$ cat src/rtl/spi_slave_cont_pkg.sv
// spi_slave_cont_pkg: shared frame width, idle byte and FSM encoding for the SPI responder
package spi_slave_cont_pkg;
  localparam int SPI_DATA_W = 8;
  localparam logic [SPI_DATA_W-1:0] SPI_IDLE_BYTE = 8'hFF;
  typedef enum logic {ST_IDLE = 1'b0, ST_ACTIVE = 1'b1} state_t;
endpackage

$ cat src/rtl/spi_slave_cont_sync_edge.sv
// spi_sync_edge: N-flop synchronizer with single-cycle rise/fall pulses
module spi_sync_edge #(
  parameter int   N       = 2,
  parameter logic RST_VAL = 1'b0
) (
  input  logic i_clk,
  input  logic i_rst,
  input  logic i_d,
  output logic o_q,
  output logic o_rise,
  output logic o_fall
);
  logic [N-1:0] r_sync;
  logic         r_dly;
  always_ff @(posedge i_clk or posedge i_rst)
    if (i_rst) begin
      r_sync <= {N{RST_VAL}};
      r_dly  <= RST_VAL;
    end else begin
      r_sync <= {r_sync[N-2:0], i_d};
      r_dly  <= r_sync[N-1];
    end
  assign o_q    = r_sync[N-1];
  assign o_rise = o_q & ~r_dly;
  assign o_fall = ~o_q & r_dly;
endmodule

$ cat src/rtl/spi_slave_cont.sv
// spi_slave_cont: oversampled SPI mode-0 responder, MSB first, with a one-deep
// transmit holding register and a strobe per received byte
module spi_slave_cont
  import spi_slave_cont_pkg::*;
#(
  parameter int                DATA_W      = SPI_DATA_W,
  parameter int                SYNC_STAGES = 2,
  parameter logic [DATA_W-1:0] IDLE_BYTE   = DATA_W'(SPI_IDLE_BYTE)
) (
  input  logic              IN_SCLK,
  input  logic              RST,
  input  logic              W_STB,
  input  logic [DATA_W-1:0] W_DATA,
  output logic              W_ACK,
  output logic              R_STB,
  output logic [DATA_W-1:0] R_DATA,
  output logic              BUSY,
  input  logic              SPI_SCLK,
  input  logic              SPI_CS,
  input  logic              SPI_MOSI,
  output logic              SPI_MISO
);
  localparam int CW = $clog2(DATA_W);
  logic w_sclk, w_sclk_rise, w_sclk_fall, w_cs, w_cs_rise, w_cs_fall, w_mosi;
  logic w_rise, w_last, w_load, w_accept;
  logic [DATA_W-1:0] w_next_tx, w_rx_next;
  state_t r_state;
  logic [SYNC_STAGES-1:0] r_mosi_sync;
  logic [DATA_W-2:0] r_rx;
  logic [DATA_W-1:0] r_tx, r_hold, r_rdata;
  logic [CW-1:0] r_bit_cnt;
  logic r_hold_full, r_ack, r_done, r_stb, r_miso;

  spi_sync_edge #(.N(SYNC_STAGES), .RST_VAL(1'b0)) u_sclk (
    .i_clk(IN_SCLK), .i_rst(RST), .i_d(SPI_SCLK),
    .o_q(w_sclk), .o_rise(w_sclk_rise), .o_fall(w_sclk_fall)
  );
  spi_sync_edge #(.N(SYNC_STAGES), .RST_VAL(1'b1)) u_cs (
    .i_clk(IN_SCLK), .i_rst(RST), .i_d(SPI_CS),
    .o_q(w_cs), .o_rise(w_cs_rise), .o_fall(w_cs_fall)
  );

  assign w_mosi    = r_mosi_sync[SYNC_STAGES-1];
  assign w_rise    = w_sclk_rise & w_sclk;
  assign w_last    = r_bit_cnt == CW'(DATA_W - 1);
  assign w_rx_next = {r_rx, w_mosi};
  assign w_next_tx = r_hold_full ? r_hold : IDLE_BYTE;
  // tx_shift reloads at CS fall and at every frame boundary while selected
  assign w_load    = (r_state == ST_IDLE) ? w_cs_fall
                                          : (w_sclk_fall & (r_bit_cnt == '0) & ~w_cs_rise);
  assign w_accept  = W_STB & (~r_hold_full | w_load);

  always_ff @(posedge IN_SCLK or posedge RST)
    if (RST) begin
      r_state     <= ST_IDLE;
      r_mosi_sync <= '1;
      r_rx        <= '0;
      r_tx        <= IDLE_BYTE;
      r_hold      <= '0;
      r_hold_full <= 1'b0;
      r_rdata     <= '0;
      r_bit_cnt   <= '0;
      r_ack       <= 1'b0;
      r_done      <= 1'b0;
      r_stb       <= 1'b0;
      r_miso      <= 1'b1;
    end else begin
      r_mosi_sync <= {r_mosi_sync[SYNC_STAGES-2:0], SPI_MOSI};
      r_ack       <= w_accept;
      r_hold_full <= w_accept | (r_hold_full & ~w_load);
      if (w_accept) r_hold <= W_DATA;
      r_done      <= 1'b0;
      r_stb       <= r_done;
      if (r_state == ST_IDLE) begin
        r_miso <= 1'b1;
        if (w_cs_fall) r_state <= ST_ACTIVE;
      end else begin
        if (w_rise) begin
          r_rx      <= w_rx_next[DATA_W-2:0];
          r_bit_cnt <= w_last ? '0 : r_bit_cnt + 1'b1;
          if (w_last) begin
            r_rdata <= w_rx_next;
            r_done  <= 1'b1;
          end
        end
        if (w_sclk_fall && r_bit_cnt != '0) begin
          r_tx   <= r_tx << 1;
          r_miso <= r_tx[DATA_W-2];
        end
        if (w_cs_rise) begin
          r_state   <= ST_IDLE;
          r_bit_cnt <= '0;
          r_miso    <= 1'b1;
        end
      end
      if (w_load) begin
        r_tx   <= w_next_tx;
        r_miso <= w_next_tx[DATA_W-1];
      end
    end

  assign W_ACK    = r_ack;
  assign R_STB    = r_stb;
  assign R_DATA   = r_rdata;
  assign BUSY     = ~w_cs;
  assign SPI_MISO = r_miso;
endmodule

$ cat config.mk
export PLATFORM = sky130hd
export DESIGN_NAME = spi_slave_cont
export DESIGN_NICKNAME = d
export VERILOG_FILES = /design/src/rtl/spi_slave_cont_pkg.sv /design/src/rtl/spi_slave_cont_sync_edge.sv /design/src/rtl/spi_slave_cont.sv
export SDC_FILE = /design/constraint.sdc
export NUM_CORES = 1
export LEC_CHECK = 0
export CAP_MARGIN = 20
export CORE_UTILIZATION = 35
export CTS_BUF_LIST = sky130_fd_sc_hd__clkbuf_8 sky130_fd_sc_hd__clkbuf_16
export DETAILED_ROUTE_END_ITERATION = 16
export PLACE_DENSITY = 0.67
export SYNTH_ARGS = -nofsm -noshare
export SYNTH_HDL_FRONTEND = slang
export SYNTH_HIERARCHICAL = 1
export SYNTH_SLANG_ARGS = --single-unit
$ cat constraint.sdc
create_clock -name IN_SCLK -period 4.8 [get_ports IN_SCLK]
set_input_delay 0.96 -clock IN_SCLK [delete_from_list [all_inputs] [get_ports IN_SCLK]]
set_output_delay 0.96 -clock IN_SCLK [all_outputs]
set_load 0.1 [all_outputs]
## After elaboration in Yosys (flattened, before gate mapping)

Cells that the tools add are included.

| storage, ports and cells | value |
|---|---|
| register bits after elaboration | 47 |
| input port bits | 14 |
| output and inout port bits | 12 |
| word-level logic and storage cells | 65 |

| cells by class | value |
|---|---|
| $add $sub $neg | 1 |
| equal/unequal tests | 2 |
| multiplexer cells | 18 |
| bitwise gates (word level) | 18 |
| reductions and logical operators | 10 |

Operators by type and width:

| cell | count |
|---|---|
| 7-bit 2-to-1 mux | 3 |
| 1-bit 2-to-1 mux | 11 |
| 1-bit AND | 9 |
| 3-bit 2-to-1 mux | 3 |
| 8-bit 2-to-1 mux | 1 |
| 1-bit inverter | 7 |
| 2-bit AND reduction | 3 |
| 2-bit nonzero test | 3 |
| 4-bit by 3-bit != test with 1-bit output (second input constant) | 1 |
| 3-bit by 1-bit adder with 3-bit output (second input constant) | 1 |
| 3-bit equality test (second input constant) | 1 |
| 3-bit zero test | 1 |
| 3-bit AND reduction | 1 |
| 3-bit nonzero test | 1 |
| 1-bit OR | 2 |
| 1-bit logical AND | 1 |

## Depth between registers and ports, before layout

| logic depth | value |
|---|---|
| word-level depth | 8 |
| gate-level depth with buffers | 7 |
| gate-level depth less buffers | 6 |

## Cells and area by module

Netlist, hierarchy kept.

Modules (own cells, without submodules):

| module | times used | cells an instance | area each (um^2) | sequential area each (um^2) |
|---|---|---|---|---|
| spi_slave_cont | 1 | 163 | 1811.7 | 1038.5 |
| spi_sync_edge at u_cs | 1 | 6 | 97.6 | 78.8 |
| spi_sync_edge at u_sclk | 1 | 6 | 93.8 | 75.1 |

## Worst setup path before layout

Ideal clock, no wire load.

| timing path | value |
|---|---|
| kind | flip-flop to flip-flop |
| start point | register u_cs.r_sync[1] |
| end point | register r_hold[0] |
| setup time | 0.125 ns |
| data arrival time | 1.785 ns |
| data required time | 4.675 ns |
| path slack | 2.890 ns |
| cell stages (with the launch flop) | 6 |
| path buffers | 0 |
| clock period less this slack | 1.910 ns |
| path through | dfstp_2 nor2b_1 nand3b_1 nor2_2 o31ai_4 mux2_2 |

| between the ends | value |
|---|---|
| longest elaborated chain between the ends | 6 |
| elaborated cells on any way between the ends | 8 |
| classes of those cells | mux: 1; bitwise: 7 |

Ends and longest elaborated chain:

| element | line | RTL |
|---|---|---|
| start, declared | spi_slave_cont_sync_edge.sv:13 | `logic [N-1:0] r_sync;` |
| start signal, assigned | spi_slave_cont_sync_edge.sv:17 | `r_sync <= {N{RST_VAL}};` |
| start signal, assigned | spi_slave_cont_sync_edge.sv:20 | `r_sync <= {r_sync[N-2:0], i_d};` |
| 1-bit AND | spi_slave_cont_sync_edge.sv:24 | `assign o_rise = o_q & ~r_dly;` |
| named net w_cs_rise | spi_slave_cont.sv:24 | `logic w_sclk, w_sclk_rise, w_sclk_fall, w_cs, w_cs_rise, w_cs_fall, w_mosi;` |
| 1-bit inverter | spi_slave_cont.sv:50 | `: (w_sclk_fall & (r_bit_cnt == '0) & ~w_cs_rise);` |
| 1-bit AND | spi_slave_cont.sv:50 |  |
| 1-bit 2-to-1 mux | spi_slave_cont.sv:49 | `assign w_load = (r_state == ST_IDLE) ? w_cs_fall` |
| 1-bit OR | spi_slave_cont.sv:51 | `assign w_accept = W_STB & (~r_hold_full \| w_load);` |
| 1-bit AND | spi_slave_cont.sv:51 |  |
| end signal, assigned | spi_slave_cont.sv:59 | `r_hold <= '0;` |
| end signal, assigned | spi_slave_cont.sv:71 | `if (w_accept) r_hold <= W_DATA;` |
| end, declared | spi_slave_cont.sv:30 | `logic [DATA_W-1:0] r_tx, r_hold, r_rdata;` |

The timed path passes the listed nets, and every way through them passes these cells.
A chain may end at the register's enable or synchronous reset.

## Worst setup path after layout

| timing path | value |
|---|---|
| start point | register r_miso, in the netlist SPI_MISO |
| end point | output SPI_MISO |

RTL lines:

| element | line | RTL |
|---|---|---|
| start, declared | spi_slave_cont.sv:32 | `logic r_hold_full, r_ack, r_done, r_stb, r_miso;` |
| start signal, assigned | spi_slave_cont.sv:88 | `r_miso <= r_tx[DATA_W-2];` |
| start signal, assigned | spi_slave_cont.sv:98 | `r_miso <= w_next_tx[DATA_W-1];` |
| end, declared | spi_slave_cont.sv:21 | `output logic SPI_MISO` |

No word-level cell between the ends.

==> impl_metrics.xml <==
<?xml version="1.0" encoding="UTF-8"?>
<metrics>
  <group name="status">
    <metric name="run_status" unit="">finished, violations left</metric>
    <metric name="violated_checks" unit="">design-rule violations</metric>
  </group>
  <group name="routing">
    <metric name="avgRoutedWirePerCell" unit="um">12.8</metric>
    <metric name="vias" unit="">1372</metric>
    <metric name="totalWireLength" unit="um">3520</metric>
    <metric name="ant_nets" unit="">0</metric>
    <metric name="first_iter_violations" unit="">117</metric>
    <metric name="remaining_drc_errors" unit="">2</metric>
    <metric name="vias_per_cell" unit="">4.97</metric>
    <metric name="detail_route.first_pass.iterations" unit="">10</metric>
  </group>
  <group name="final_layout">
    <metric name="drive_above_1_share" unit="%">21.6</metric>
    <metric name="synthToLayoutAreaGrowth" unit="%">21.0</metric>
    <metric name="post-route-util" unit="%">44.0</metric>
    <metric name="num-nets-final" unit="">220</metric>
    <metric name="finish.cell_count_without_fillers" unit="">276</metric>
    <metric name="antennaDiodeCount" unit="">0</metric>
  </group>
  <group name="critical_path">
    <metric name="crit_path_top_delay_cell" unit="">sky130_fd_sc_hd__clkdlybuf4s50_1</metric>
    <metric name="path_depth_of_the_worst_reg2reg_path" unit="">5</metric>
    <metric name="critical_path.endpoint_type" unit="">output pin</metric>
    <metric name="worstPathMaxFanout" unit="">2</metric>
    <metric name="critPathRequiredTime" unit="ns">3.84</metric>
    <metric name="critical_path_arrival" unit="ns">1.95</metric>
    <metric name="worst_path_dominant_cell_family" unit="">buffers and inverters</metric>
    <metric name="worst-path-buf-inv" unit="">1</metric>
    <metric name="worst-path-stages" unit="">1</metric>
    <metric name="path_cells" unit="">clkdlybuf4s50_1</metric>
    <metric name="startpoint_type" unit="">flop</metric>
    <metric name="worst-setup-path-type" unit="">reg -&gt; out</metric>
    <metric name="max_stage_delay" unit="ns">1.12</metric>
  </group>
  <group name="sta">
    <metric name="final.period_utilization" unit="%">60.7</metric>
    <metric name="worst_slew_margin_rel" unit="%">35.5</metric>
    <metric name="timing.final.setup_violations" unit="">0</metric>
    <metric name="period_needed" unit="ns">2.91</metric>
    <metric name="fmaxAchievable" unit="GHz">0.343</metric>
    <metric name="finalSetupTns" unit="ns">0</metric>
    <metric name="maxSlewViolCount" unit="">0</metric>
    <metric name="tightestPinTransition" unit="ns">0.964</metric>
    <metric name="timing.final.hold_violations" unit="">0</metric>
    <metric name="setup_ws" unit="ns">1.89</metric>
    <metric name="clock-skew-final" unit="ns">0.00789</metric>
    <metric name="unrepaired_setup_endpoints_after_global_routing" unit="">no</metric>
  </group>
  <group name="cts">
    <metric name="cts-resized-gates" unit="">0</metric>
    <metric name="root_buffer" unit="">sky130_fd_sc_hd__clkbuf_8</metric>
    <metric name="clock_path_buffers" unit="">2</metric>
    <metric name="clk_transition_reported_paths" unit="ns">0.09</metric>
    <metric name="htree_depth" unit="">2</metric>
    <metric name="tritoncts" unit="">built</metric>
    <metric name="insertion_delay" unit="ns">0.30</metric>
    <metric name="cts.hold.buffers_added" unit="">0</metric>
    <metric name="cts.sinks" unit="">47</metric>
    <metric name="cts_buffers" unit="">5</metric>
    <metric name="post_cts_buffers" unit="">0</metric>
  </group>
  <group name="yosys">
    <metric name="synth.area.top_cells" unit="">sky130_fd_sc_hd__dfrtp_1, sky130_fd_sc_hd__dfstp_2, sky130_fd_sc_hd__mux2_2</metric>
    <metric name="mappedNetlistArea" unit="mm2">0.00200</metric>
    <metric name="yosysTopAreaCellShare" unit="%">42.5</metric>
    <metric name="netlist_instances" unit="">175</metric>
    <metric name="synthesis.area_per_instance" unit="um2">11.4</metric>
    <metric name="post_synth_num_cell_types" unit="">32</metric>
    <metric name="synthTopCellsByCount" unit="">sky130_fd_sc_hd__dfrtp_1, sky130_fd_sc_hd__nand2_1, sky130_fd_sc_hd__mux2_2</metric>
    <metric name="synthesized_net_count" unit="">192</metric>
    <metric name="async_flop_share" unit="%">100</metric>
    <metric name="ys_seq_area_share" unit="%">59.5</metric>
    <metric name="synth_largest_area_cell" unit="">sky130_fd_sc_hd__dfrtp_1</metric>
    <metric name="synth_warnings" unit="">6</metric>
    <metric name="synth_seq_cells" unit="">47</metric>
    <metric name="predominant_post_synthesis_flop_cell" unit="">sky130_fd_sc_hd__dfrtp_1</metric>
    <metric name="synth_most_common_cell" unit="">sky130_fd_sc_hd__dfrtp_1</metric>
    <metric name="synth_edf_count" unit="">0</metric>
  </group>
  <group name="place">
    <metric name="gp_congestion" unit="">0.784</metric>
    <metric name="pre_cts_slack" unit="ns">2.21</metric>
    <metric name="detailed_place_hpwl" unit="um">2400</metric>
    <metric name="port_buffers" unit="">25</metric>
    <metric name="place_inst" unit="">268</metric>
  </group>
  <group name="power_and_ir_drop">
    <metric name="power.clock.fraction" unit="%">24.0</metric>
    <metric name="switching_share" unit="%">31.5</metric>
    <metric name="cellLeakagePower" unit="nW">1.14</metric>
    <metric name="total_switching_power" unit="mW">0.328</metric>
    <metric name="power_per_cell_area" unit="mW/mm2">430</metric>
    <metric name="internal_power_of_the_cells" unit="mW">0.714</metric>
    <metric name="sequentialPowerShare" unit="%">53.6</metric>
    <metric name="power_frac_comb" unit="%">22.4</metric>
    <metric name="vdd.ir_drop.worst" unit="mV">0.135</metric>
  </group>
  <group name="floorplan">
    <metric name="rows" unit="">27</metric>
    <metric name="die_x" unit="um">77.7</metric>
    <metric name="initial_core_utilization" unit="%">36.4</metric>
    <metric name="dieHeight" unit="um">77.7</metric>
    <metric name="die_area" unit="mm2">0.00603</metric>
    <metric name="placeableCoreArea" unit="mm2">0.00551</metric>
    <metric name="num_io_pins" unit="">26</metric>
  </group>
  <group name="global_route">
    <metric name="grt_first_pass_wirelength" unit="um">6090</metric>
    <metric name="largest_net_degree_at_the_start_of_global_routing" unit="">23</metric>
    <metric name="vias_in_the_first_global_route" unit="">1237</metric>
    <metric name="initial_antenna_violation_count" unit="">0</metric>
    <metric name="grt_util_all_layers" unit="%">13.2</metric>
    <metric name="globalRoute.totalOverflow" unit="">0</metric>
  </group>
  <group name="worst_hold_path">
    <metric name="hold_path.class" unit="">reg -&gt; reg</metric>
    <metric name="holdPathStages" unit="">0</metric>
  </group>
  <group name="flow_run">
    <metric name="cap_viol_max_count" unit="">0</metric>
  </group>
</metrics>
## flip-flops by register name, indices dropped and copies added, names as in the netlist, 2 cells and up
| register | flops |
|---|---|
| r_mosi_sync | 2 |
| u_sclk/r_sync | 2 |
| r_tx | 7 |
| u_cs/r_sync | 2 |
| r_rx | 7 |
| r_bit_cnt | 3 |
| r_hold | 8 |
| R_DATA | 8 |
## power groups by stage
| stage | clock network, mW | registers [mW] | logic [mW] |
|---|---|---|---|
| global placement | 0 | 0.563 | 0.226 |
| CTS | 0.258 | 0.559 | 0.234 |
| finish | 0.250 | 0.559 | 0.234 |
| detailed placement | 0 | 0.566 | 0.232 |
| floorplan | 0 | 0.562 | 0.174 |
| global route | 0.277 | 0.572 | 0.262 |
## final cells by class
| type | count | area (um2) |
|---|---|---|
| clock buffer | 5 | 68.8 |
| sequential | 47 | 1190 |
| tap | 72 | 90.1 |
| multi-input combinational | 107 | 728 |
| timing repair buffer | 26 | 258 |
| fill | 522 | 3080 |
| inverter | 16 | 60.1 |
| clock inverter | 3 | 27.5 |
## cells by family (layout without fill, tap and decap cells)
group | count (synthesis) | count (layout) | synth area share, %
compound gates | 28 | 28 | 11.2
fa+ha+maj | 3 | 3 | 1.87
buf+inv | 21 | 50 | 4.12
flops | 47 | 47 | 59.5
mux | 18 | 18 | 10.1
simple gates | 58 | 58 | 13.2
## worst reg2reg max path: cells and delay by family, from the launching register on
| family | cells | cell delay, ns |
|---|---|---|
| AND/OR/NAND/NOR | 3 | 0.73 |
| AO/OA/AOI/OAI | 1 | 0.46 |
| multiplexers | 1 | 0.40 |
| flip-flops | 1 | 0.56 |
## stage by stage
step | hold slack [ns] | instance area [um2] | power (mW)
after floorplan | 0.331 | 2000 | 0.737
after detailed placement | 0.336 | 2330 | 0.799
after CTS | 0.356 | 2420 | 1.05
after global routing | 0.365 | 2420 | 1.11
final | 0.354 | 2420 | 1.04
after global placement | 0.332 | 2330 | 0.789
## final timing paths
check | slack, ns | endpoint | startpoint
max reg2reg | 2.54 | r_hold[6]$_DFFE_PP0P_ | u_cs/r_sync[1]$_DFF_PP1_
min | 0.35 | R_STB$_DFF_PP0_ | r_done$_DFF_PP0_
min in group asynchronous | 0.86 | u_sclk/r_dly$_DFF_PP0_ | RST
max in group asynchronous | 2.83 | SPI_MISO$_DFFE_PP1P_ | RST
min reg2reg | 0.35 | R_STB$_DFF_PP0_ | r_done$_DFF_PP0_
max | 1.89 | SPI_MISO | SPI_MISO$_DFFE_PP1P_
## cells in the final DEF (no fill, tap or decap), drive strengths merged
| cell type | netlist | final |
|---|---|---|
| a31o | 1 | 1 |
| nor3 | 2 | 2 |
| a21oi | 6 | 6 |
| o22a | 1 | 1 |
| and2b | 2 | 2 |
| clkinvlp | 0 | 1 |
| o21a | 1 | 1 |
| a311o | 1 | 1 |
| nand3 | 1 | 1 |
| nand2 | 28 | 28 |
| nor2b | 3 | 3 |
| ha | 3 | 3 |
| mux2i | 1 | 1 |
| a311oi | 4 | 4 |
| inv | 16 | 18 |
| o22ai | 2 | 2 |
| nor2 | 14 | 14 |
| clkbuf | 2 | 5 |
| buf | 3 | 1 |
| and3 | 1 | 1 |
| nand3b | 3 | 3 |
| o21ai | 1 | 1 |
| a21o | 1 | 1 |
| dfstp | 13 | 13 |
| a41oi | 1 | 1 |
| clkdlybuf4s50 | 0 | 25 |
| a221oi | 4 | 4 |
| nand2b | 4 | 4 |
| dfrtp | 34 | 34 |
| mux2 | 17 | 17 |
| o31ai | 2 | 2 |
| a22o | 3 | 3 |
## layer usage
metal / routed length [um] / track usage [%] / share of wire (%)
met5: 0 / 0 / 0
met4: 70 / 6.98 / 2.0
met3: 143 / 3.29 / 4.1
met2: 1560 / 18.1 / 44
met1: 1750 / 18.9 / 50
Power figures use the tool's default switching activity.
